$ cat src/rtl/cpu_ctrl_pkg.sv
// Shared control definitions for the RV32I multi-cycle core.
package cpu_ctrl_pkg;

  localparam int unsigned STATE_W  = 4;
  localparam int unsigned OPCODE_W = 7;
  localparam int unsigned SEL_W    = 2;

  // Main control FSM states; encodings are visible on the debug port.
  typedef enum logic [STATE_W-1:0] {
    ST_FETCH     = 4'd0,
    ST_DECODE    = 4'd1,
    ST_MEM_ADDR  = 4'd2,
    ST_MEM_READ  = 4'd3,
    ST_MEM_WB    = 4'd4,
    ST_MEM_WRITE = 4'd5,
    ST_EXECUTE   = 4'd6,
    ST_ALU_WB    = 4'd7,
    ST_BRANCH    = 4'd8
  } state_e;

  // Supported major opcodes
  localparam logic [OPCODE_W-1:0] OPC_LOAD   = 7'b0000011;
  localparam logic [OPCODE_W-1:0] OPC_STORE  = 7'b0100011;
  localparam logic [OPCODE_W-1:0] OPC_OP     = 7'b0110011;
  localparam logic [OPCODE_W-1:0] OPC_BRANCH = 7'b1100011;

  // ALUOp handed to the ALU control decoder
  localparam logic [SEL_W-1:0] ALUOP_ADD   = 2'b00;
  localparam logic [SEL_W-1:0] ALUOP_SUB   = 2'b01;
  localparam logic [SEL_W-1:0] ALUOP_FUNCT = 2'b10;

  // ALU operand A select
  localparam logic [SEL_W-1:0] SRC_A_PC     = 2'b00;
  localparam logic [SEL_W-1:0] SRC_A_RS1    = 2'b01;
  localparam logic [SEL_W-1:0] SRC_A_OLD_PC = 2'b10;

  // ALU operand B select
  localparam logic [SEL_W-1:0] SRC_B_RS2   = 2'b00;
  localparam logic [SEL_W-1:0] SRC_B_FOUR  = 2'b01;
  localparam logic [SEL_W-1:0] SRC_B_IMM   = 2'b10;

  // Complete set of datapath control lines driven by the FSM
  typedef struct packed {
    logic             mem_read;
    logic             mem_write;
    logic             i_or_d;
    logic             ir_write;
    logic             pc_write;
    logic             pc_source;
    logic [SEL_W-1:0] alu_src_a;
    logic [SEL_W-1:0] alu_src_b;
    logic [SEL_W-1:0] alu_op;
    logic             reg_write;
    logic             mem_to_reg;
    logic             instr_done;
    logic             illegal_instr;
  } ctrl_t;

  // True for opcodes that go through the address-calculation step
  function automatic logic is_mem_op(input logic [OPCODE_W-1:0] opc);
    return (opc == OPC_LOAD) || (opc == OPC_STORE);
  endfunction

endpackage

$ cat src/rtl/mc_ctrl_decode.sv
// Combinational state-to-control decoder for the multi-cycle main FSM.
module mc_ctrl_decode
  import cpu_ctrl_pkg::*;
(
  input  state_e              state,
  input  logic [OPCODE_W-1:0] opcode,
  input  logic                zero,
  input  logic                mem_ready,
  output ctrl_t               ctrl
);

  // Moore decode with ready/zero-gated terms; unused encodings drive all zeros
  always_comb begin
    ctrl = '0;
    case (state)
      ST_FETCH: begin
        ctrl.mem_read  = 1'b1;
        ctrl.alu_src_a = SRC_A_PC;
        ctrl.alu_src_b = SRC_B_FOUR;
        ctrl.alu_op    = ALUOP_ADD;
        ctrl.ir_write  = mem_ready;
        ctrl.pc_write  = mem_ready;
      end
      ST_DECODE: begin
        ctrl.alu_src_a = SRC_A_OLD_PC;
        ctrl.alu_src_b = SRC_B_IMM;
        ctrl.alu_op    = ALUOP_ADD;
        if (!is_mem_op(opcode) && opcode != OPC_OP && opcode != OPC_BRANCH) begin
          ctrl.illegal_instr = 1'b1;
          ctrl.instr_done    = 1'b1;
        end
      end
      ST_MEM_ADDR: begin
        ctrl.alu_src_a = SRC_A_RS1;
        ctrl.alu_src_b = SRC_B_IMM;
        ctrl.alu_op    = ALUOP_ADD;
      end
      ST_MEM_READ: begin
        ctrl.mem_read = 1'b1;
        ctrl.i_or_d   = 1'b1;
      end
      ST_MEM_WB: begin
        ctrl.reg_write  = 1'b1;
        ctrl.mem_to_reg = 1'b1;
        ctrl.instr_done = 1'b1;
      end
      ST_MEM_WRITE: begin
        ctrl.mem_write  = 1'b1;
        ctrl.i_or_d     = 1'b1;
        ctrl.instr_done = mem_ready;
      end
      ST_EXECUTE: begin
        ctrl.alu_src_a = SRC_A_RS1;
        ctrl.alu_src_b = SRC_B_RS2;
        ctrl.alu_op    = ALUOP_FUNCT;
      end
      ST_ALU_WB: begin
        ctrl.reg_write  = 1'b1;
        ctrl.mem_to_reg = 1'b0;
        ctrl.instr_done = 1'b1;
      end
      ST_BRANCH: begin
        ctrl.alu_src_a  = SRC_A_RS1;
        ctrl.alu_src_b  = SRC_B_RS2;
        ctrl.alu_op     = ALUOP_SUB;
        ctrl.pc_source  = 1'b1;
        ctrl.pc_write   = zero;
        ctrl.instr_done = 1'b1;
      end
      default: ctrl = '0;
    endcase
  end

endmodule

$ cat src/rtl/multicycle_control.sv
// Multi-cycle main control FSM: state register, next-state logic and reset gating.
module multicycle_control
  import cpu_ctrl_pkg::*;
(
  input  logic                clk,
  input  logic                rst_n,
  input  logic [OPCODE_W-1:0] opcode,
  input  logic                zero,
  input  logic                mem_ready,
  output logic                mem_read,
  output logic                mem_write,
  output logic                i_or_d,
  output logic                ir_write,
  output logic                pc_write,
  output logic                pc_source,
  output logic [SEL_W-1:0]    alu_src_a,
  output logic [SEL_W-1:0]    alu_src_b,
  output logic [SEL_W-1:0]    alu_op,
  output logic                reg_write,
  output logic                mem_to_reg,
  output logic                instr_done,
  output logic                illegal_instr,
  output logic [STATE_W-1:0]  state
);

  state_e state_q;
  state_e state_d;
  ctrl_t  ctrl;
  ctrl_t  ctrl_g;

  // State register; reset parks the FSM in FETCH
  always_ff @(posedge clk or negedge rst_n) begin
    if (!rst_n) state_q <= ST_FETCH;
    else        state_q <= state_d;
  end

  // Next-state sequencing through the shared datapath steps
  always_comb begin
    state_d = ST_FETCH;
    case (state_q)
      ST_FETCH:     state_d = mem_ready ? ST_DECODE : ST_FETCH;
      ST_DECODE: begin
        if (is_mem_op(opcode))        state_d = ST_MEM_ADDR;
        else if (opcode == OPC_OP)     state_d = ST_EXECUTE;
        else if (opcode == OPC_BRANCH) state_d = ST_BRANCH;
        else                           state_d = ST_FETCH;
      end
      ST_MEM_ADDR: begin
        if (opcode == OPC_LOAD)       state_d = ST_MEM_READ;
        else if (opcode == OPC_STORE) state_d = ST_MEM_WRITE;
        else                          state_d = ST_FETCH;
      end
      ST_MEM_READ:  state_d = mem_ready ? ST_MEM_WB : ST_MEM_READ;
      ST_MEM_WB:    state_d = ST_FETCH;
      ST_MEM_WRITE: state_d = mem_ready ? ST_FETCH : ST_MEM_WRITE;
      ST_EXECUTE:   state_d = ST_ALU_WB;
      ST_ALU_WB:    state_d = ST_FETCH;
      ST_BRANCH:    state_d = ST_FETCH;
      default:      state_d = ST_FETCH;
    endcase
  end

  mc_ctrl_decode u_decode (
    .state     (state_q),
    .opcode    (opcode),
    .zero      (zero),
    .mem_ready (mem_ready),
    .ctrl      (ctrl)
  );

  // Hold every control line low while reset is asserted
  always_comb begin
    ctrl_g = '0;
    if (rst_n) ctrl_g = ctrl;
  end

  assign mem_read      = ctrl_g.mem_read;
  assign mem_write     = ctrl_g.mem_write;
  assign i_or_d        = ctrl_g.i_or_d;
  assign ir_write      = ctrl_g.ir_write;
  assign pc_write      = ctrl_g.pc_write;
  assign pc_source     = ctrl_g.pc_source;
  assign alu_src_a     = ctrl_g.alu_src_a;
  assign alu_src_b     = ctrl_g.alu_src_b;
  assign alu_op        = ctrl_g.alu_op;
  assign reg_write     = ctrl_g.reg_write;
  assign mem_to_reg    = ctrl_g.mem_to_reg;
  assign instr_done    = ctrl_g.instr_done;
  assign illegal_instr = ctrl_g.illegal_instr;
  assign state         = rst_n ? STATE_W'(state_q) : STATE_W'(ST_FETCH);

endmodule

$ cat config.mk
export PLATFORM = sky130hd
export DESIGN_NAME = multicycle_control
export DESIGN_NICKNAME = d
export VERILOG_FILES = /design/src/rtl/cpu_ctrl_pkg.sv /design/src/rtl/mc_ctrl_decode.sv /design/src/rtl/multicycle_control.sv
export SDC_FILE = /design/constraint.sdc
export NUM_CORES = 1
export LEC_CHECK = 0
export CAP_MARGIN = 0
export CORE_MARGIN = 5
export CORE_UTILIZATION = 37
export DETAILED_ROUTE_END_ITERATION = 7
export PLACE_DENSITY_LB_ADDON = 0.25
export SETUP_SLACK_MARGIN = 0.3
export SLEW_MARGIN = 40
export SYNTH_ARGS = -nofsm -noshare
export SYNTH_HDL_FRONTEND = slang
export SYNTH_SLANG_ARGS = --single-unit
$ cat constraint.sdc
create_clock -name clk -period 1.6 [get_ports clk]
set_input_delay 0.24 -clock clk [delete_from_list [all_inputs] [get_ports clk]]
set_output_delay 0.24 -clock clk [all_outputs]
set_load 0.02 [all_outputs]
==> results of run 1 <==
==> per-stage QoR <==
step / hold WS (ns) / util (%)
after floorplan: -0.0556 / -
after global placement: 0.566 / 79.9
after detailed placement: 0.567 / 79.9
==> synth_stat cells (all sizes together) <==
cell type	number
xnor2	1
o21ai	5
nor2b	1
inv	4
dfrtp	4
a211o	1
a21oi	4
or3	1
nor4	3
nand3b	1
a31oi	5
maj3	1
o21bai	1
or3b	2
nor2	9
nand4bb	1
and2	4
nand2	7
buf	4
or2	1
nor3b	1
clkbuf	1
nor3	7
nand2b	6
o311ai	1
and3b	1
mux2i	1
o21a	1
==> cells by family after synthesis <==
logic type                 Yosys count
and+or+nand+nor                     45
AOI/OAI and AO/OA                   18
buffers and inverters                9
DFF                                  4
xor gates and xnor gates             1
muxes                                1
adders and majority gates            1
==> flow_metrics.env, run 1 <==
export IMPL_status="stopped before the end"
export IMPL_failed_stage="4_1_cts"
export IMPL_error_line="[ERROR DPL-0033] detailed placement checks failed during check placement."
export IMPL_cts_made_buffers=3
export IMPL_yosysSeqAreaShare_pct=18.2
export IMPL_fp_dieH_um=48.6
export IMPL_clockRootBuffer="clkbuf_4"
export IMPL_yosysWarnings=0
export IMPL_synthXorXnorAreaFrac_pct=1.59
export IMPL_gp_congestion=0.837
export IMPL_postCtsSetupRepairBufs=7
export IMPL_placed_area_mm2=0.00116
export IMPL_avgSynthCellArea_um2=6.97
export IMPL_syn_inst=79
export IMPL_synthesis_nets=90
export IMPL_die_w_um=48.6
export IMPL_yosys_area_share_simple_pct=48.6
export IMPL_hold_buffers=0
export IMPL_syn_area_um2=551
export IMPL_dp_cells=151
export IMPL_synth_top_family_by_area="simple AND/OR/NAND/NOR gates"
export IMPL_post_synth_top_area_cell="dfrtp_1"
export IMPL_clockBufferDepth=2
export IMPL_synthAdderAreaFrac_pct=1.82
export IMPL_ys_top_cells_by_area="dfrtp_1 18%, nor3_1 6.4%, nor2_1 6.1%"
export IMPL_synth_distinct_cells=32
export IMPL_synth_top_area_share_pct=18.2
export IMPL_post_cts_resized=154
export IMPL_cts_max_level=1
export IMPL_clock_sinks=4
export IMPL_muxShareOfSynthArea_pct=1.82
export IMPL_pin_count=31
export IMPL_io_buffers=30
export IMPL_rows=14
export IMPL_dp_slack_ns=-0.659
export IMPL_dpl_hpwl_um=1620
export IMPL_initial_core_util_pct=37.9
export IMPL_synth_compound_area_share_pct=19.8
export IMPL_ys_seq_elements=4
==> run 2, diff against run 1 <==
--- a/config.mk
+++ b/config.mk
@@ -6,11 +6,10 @@
 export NUM_CORES = 1
 export LEC_CHECK = 0
 export CAP_MARGIN = 0
-export CORE_MARGIN = 5
-export CORE_UTILIZATION = 37
+export CORE_AREA = 5 5 66 68
 export DETAILED_ROUTE_END_ITERATION = 7
-export PLACE_DENSITY_LB_ADDON = 0.25
-export SETUP_SLACK_MARGIN = 0.3
+export DIE_AREA = 0 0 71 73
+export PLACE_DENSITY_LB_ADDON = 0.15
 export SLEW_MARGIN = 40
 export SYNTH_ARGS = -nofsm -noshare
 export SYNTH_HDL_FRONTEND = slang
==> flow_metrics.env, run 2 <==
export IMPL_grt_pass1_vias=803
export IMPL_hold_violations=0
export IMPL_switching_power_uw=154
export IMPL_clock_sinks=4
export IMPL_clockBufferDepth=2
export IMPL_reg2reg_from="state_q[2]"
export IMPL_synth_edf_count=0
export IMPL_slew_headroom_pct=82.4
export IMPL_avgSynthCellArea_um2=6.97
export IMPL_io_buffers=30
export IMPL_rsz0062_at_grt="yes"
export IMPL_drt_iter0_drc=8
export IMPL_reg_largest_list="state_q x4"
export IMPL_die_w_um=71
export IMPL_cp_data_arrival_time_ns=1.46
export IMPL_multi_input_area_um2=551
export IMPL_grt_max_degree=9
export IMPL_required_ns=1.36
export IMPL_crit_path_start="state_q[2]"
export IMPL_violations="setup timing"
export IMPL_area_growth_pct=146
export IMPL_finalSetupViolations=4
export IMPL_synth_distinct_cells=32
export IMPL_top_register="state_q"
export IMPL_vias_per_cell=4.15
export IMPL_most_common_layout_cells="40 x buf_4, 13 x buf_6, 9 x clkdlybuf4s50_1, 7 x buf_2, 5 x nor3_2"
export IMPL_path_cells="or2_1 -> nor2_2 -> and2_4 -> o21a_1 -> buf_6"
export IMPL_crit_family="simple AND/OR/NAND/NOR gates"
export IMPL_period_needed_ns=1.70
export IMPL_pin_count=31
export IMPL_die_area_mm2=0.00518
export IMPL_hold_buffers=0
export IMPL_syn_area_um2=551
export IMPL_met2_length_um=1070
export IMPL_fin_skew_ns=0.00362
export IMPL_cts_max_level=1
export IMPL_grt_use_total_pct=8.46
export IMPL_overflow=0
export IMPL_post_synth_top_area_cell="dfrtp_1"
export IMPL_cts_tree="done"
export IMPL_fmax_ghz=0.587
export IMPL_synthesis_nets=90
export IMPL_swShare_pct=28.9
export IMPL_vias=817
export IMPL_routedWlPerCell_um=11.2
export IMPL_path_class="flip-flop to output port"
export IMPL_wl_met3_um=132
export IMPL_yosysWarnings=0
export IMPL_slew_viol_final=0
export IMPL_crit_buf_inv=1
export IMPL_ys_top_cells_by_area="dfrtp_1 18%, nor3_1 6.4%, nor2_1 6.1%"
export IMPL_clk_latency_ns=0.22
export IMPL_dpl_hpwl_um=1650
export IMPL_clk_pin_slew_ns=0.03
export IMPL_comb_power_share_pct=38.1
export IMPL_core_area_mm2=0.00380
export IMPL_drc=0
export IMPL_fp_dieH_um=73
export IMPL_grt_pass1_wl_um=3530
export IMPL_critPathMaxFanout=7
export IMPL_ant_nets=0
export IMPL_routed_top_layer="met4"
export IMPL_dp_slack_ns=-0.673
export IMPL_rows=23
export IMPL_firstDrtPassIters=4
export IMPL_setup_ws_ns=-0.105
export IMPL_period_share_pct=107
export IMPL_r2r_end="state_q[3]"
export IMPL_clockRootBuffer="clkbuf_8"
export IMPL_diodes=0
export IMPL_layout_commonest_cell="buf_4"
export IMPL_tns_ns=-0.311
export IMPL_gp_congestion=0.746
export IMPL_yosysSeqAreaShare_pct=18.2
export IMPL_reg2reg_depth=5
export IMPL_drive_gt1_share_pct=68.7
export IMPL_synth_commonest_cells="9 x nor2_1, 7 x nand2_1, 7 x nor3_1"
export IMPL_wirelength_met1_um=947
export IMPL_largest_reg_flops=4
export IMPL_synth_top_area_share_pct=18.2
export IMPL_initial_core_util_pct=14.5
export IMPL_max_stage_delay_ns=0.44
export IMPL_cts_made_buffers=3
export IMPL_status="finished with violations"
export IMPL_min_path_type="input port to async pin"
export IMPL_synth_most_common_cell="nor2_1"
export IMPL_synth_flop_cell="dfrtp_1"
export IMPL_worst_path_stages=5
export IMPL_startpoint_type="flip-flop"
export IMPL_seqCellArea_um2=105
export IMPL_reg2reg_slack_ns=0.04
export IMPL_nets=160
export IMPL_synthArstFlopShare_pct=100
export IMPL_fillers=436
export IMPL_ir_drop_mv=0.208
export IMPL_critPathCaptureType="output port"
export IMPL_tightest_slew_ns=0.262
export IMPL_crit_slowest_cell="dfrtp_2"
export IMPL_ys_seq_elements=4
export IMPL_maxCapViolCount=0
export IMPL_p_int_uw=378
export IMPL_seqPwrFrac_pct=20.9
export IMPL_clkPwrFrac_pct=41.0
export IMPL_leakage_uw=0.000603
export IMPL_syn_inst=79
export IMPL_holdWs_ns=0.334
export IMPL_powerDensity_mw_per_mm2=392
export IMPL_antenna_found_initial=0
export IMPL_wirelength_um=2200
[run 2: cell counts after synthesis]
Identical to the previous run, type by type.
[run 2: power by group through the flow]
stage / Sequential [uW] / Clock [uW] / Combinational [uW]
2_1_floorplan: 108 / 0 / 68.7
3_3_place_gp: 112 / 0 / 172
3_5_place_dp: 112 / 0 / 172
4_1_cts: 111 / 227 / 170
5_1_grt: 112 / 233 / 219
6_report: 111 / 218 / 202
[run 2: worst max path at each step]
stage / endpoint / slack [ns]
6_report: illegal_instr / -0.10
5_1_grt: instr_done / -0.19
4_1_cts: instr_done / -0.12
3_5_place_dp: instr_done / -0.67
3_3_place_gp: instr_done / -0.67
2_1_floorplan: instr_done / 0.001
[run 2: timing repair]
action,in CTS,in global routing
setup buffers,3,7
pin swaps,9,9
setup endpoints to repair,20,20
resized for setup,108,46
[run 2: layout make-up]
class	count	area share, %
Timing Repair Buffer	70	42.8
Multi-Input combinational cell	66	40.6
Inverter	4	1.11
Clock buffer	3	3.05
Sequential cell	4	7.76
Tap cell	50	4.62
[run 2: metal layers]
metal / GRT usage (%) / up-vias
met2: 14.2 / 31
met3: 1.65 / 5
met5: 0 / -
met4: 5.01 / 0
li1: - / 416
met1: 9.97 / 365
[run 2: cell families after synthesis]
group | Yosys count | share of synthesized area [%]
and+or+nand+nor | 45 | 48.6
AOI/OAI and AO/OA | 18 | 19.8
buffers and inverters | 9 | 8.18
DFF | 4 | 18.2
xor gates and xnor gates | 1 | 1.59
muxes | 1 | 1.82
adders and majority gates | 1 | 1.82
[run 2: per-stage QoR]
step,total power (uW),cell area (um2),utilization (%),std cells
after global placement,284,1110,29.2,184
after global routing,563,1360,35.7,197
after CTS,508,1150,30.3,190
after floorplan,177,551,-,79
final,531,1360,35.7,197
after detailed placement,284,1110,29.2,184
No activity file was read; power rests on OpenSTA's default activity.
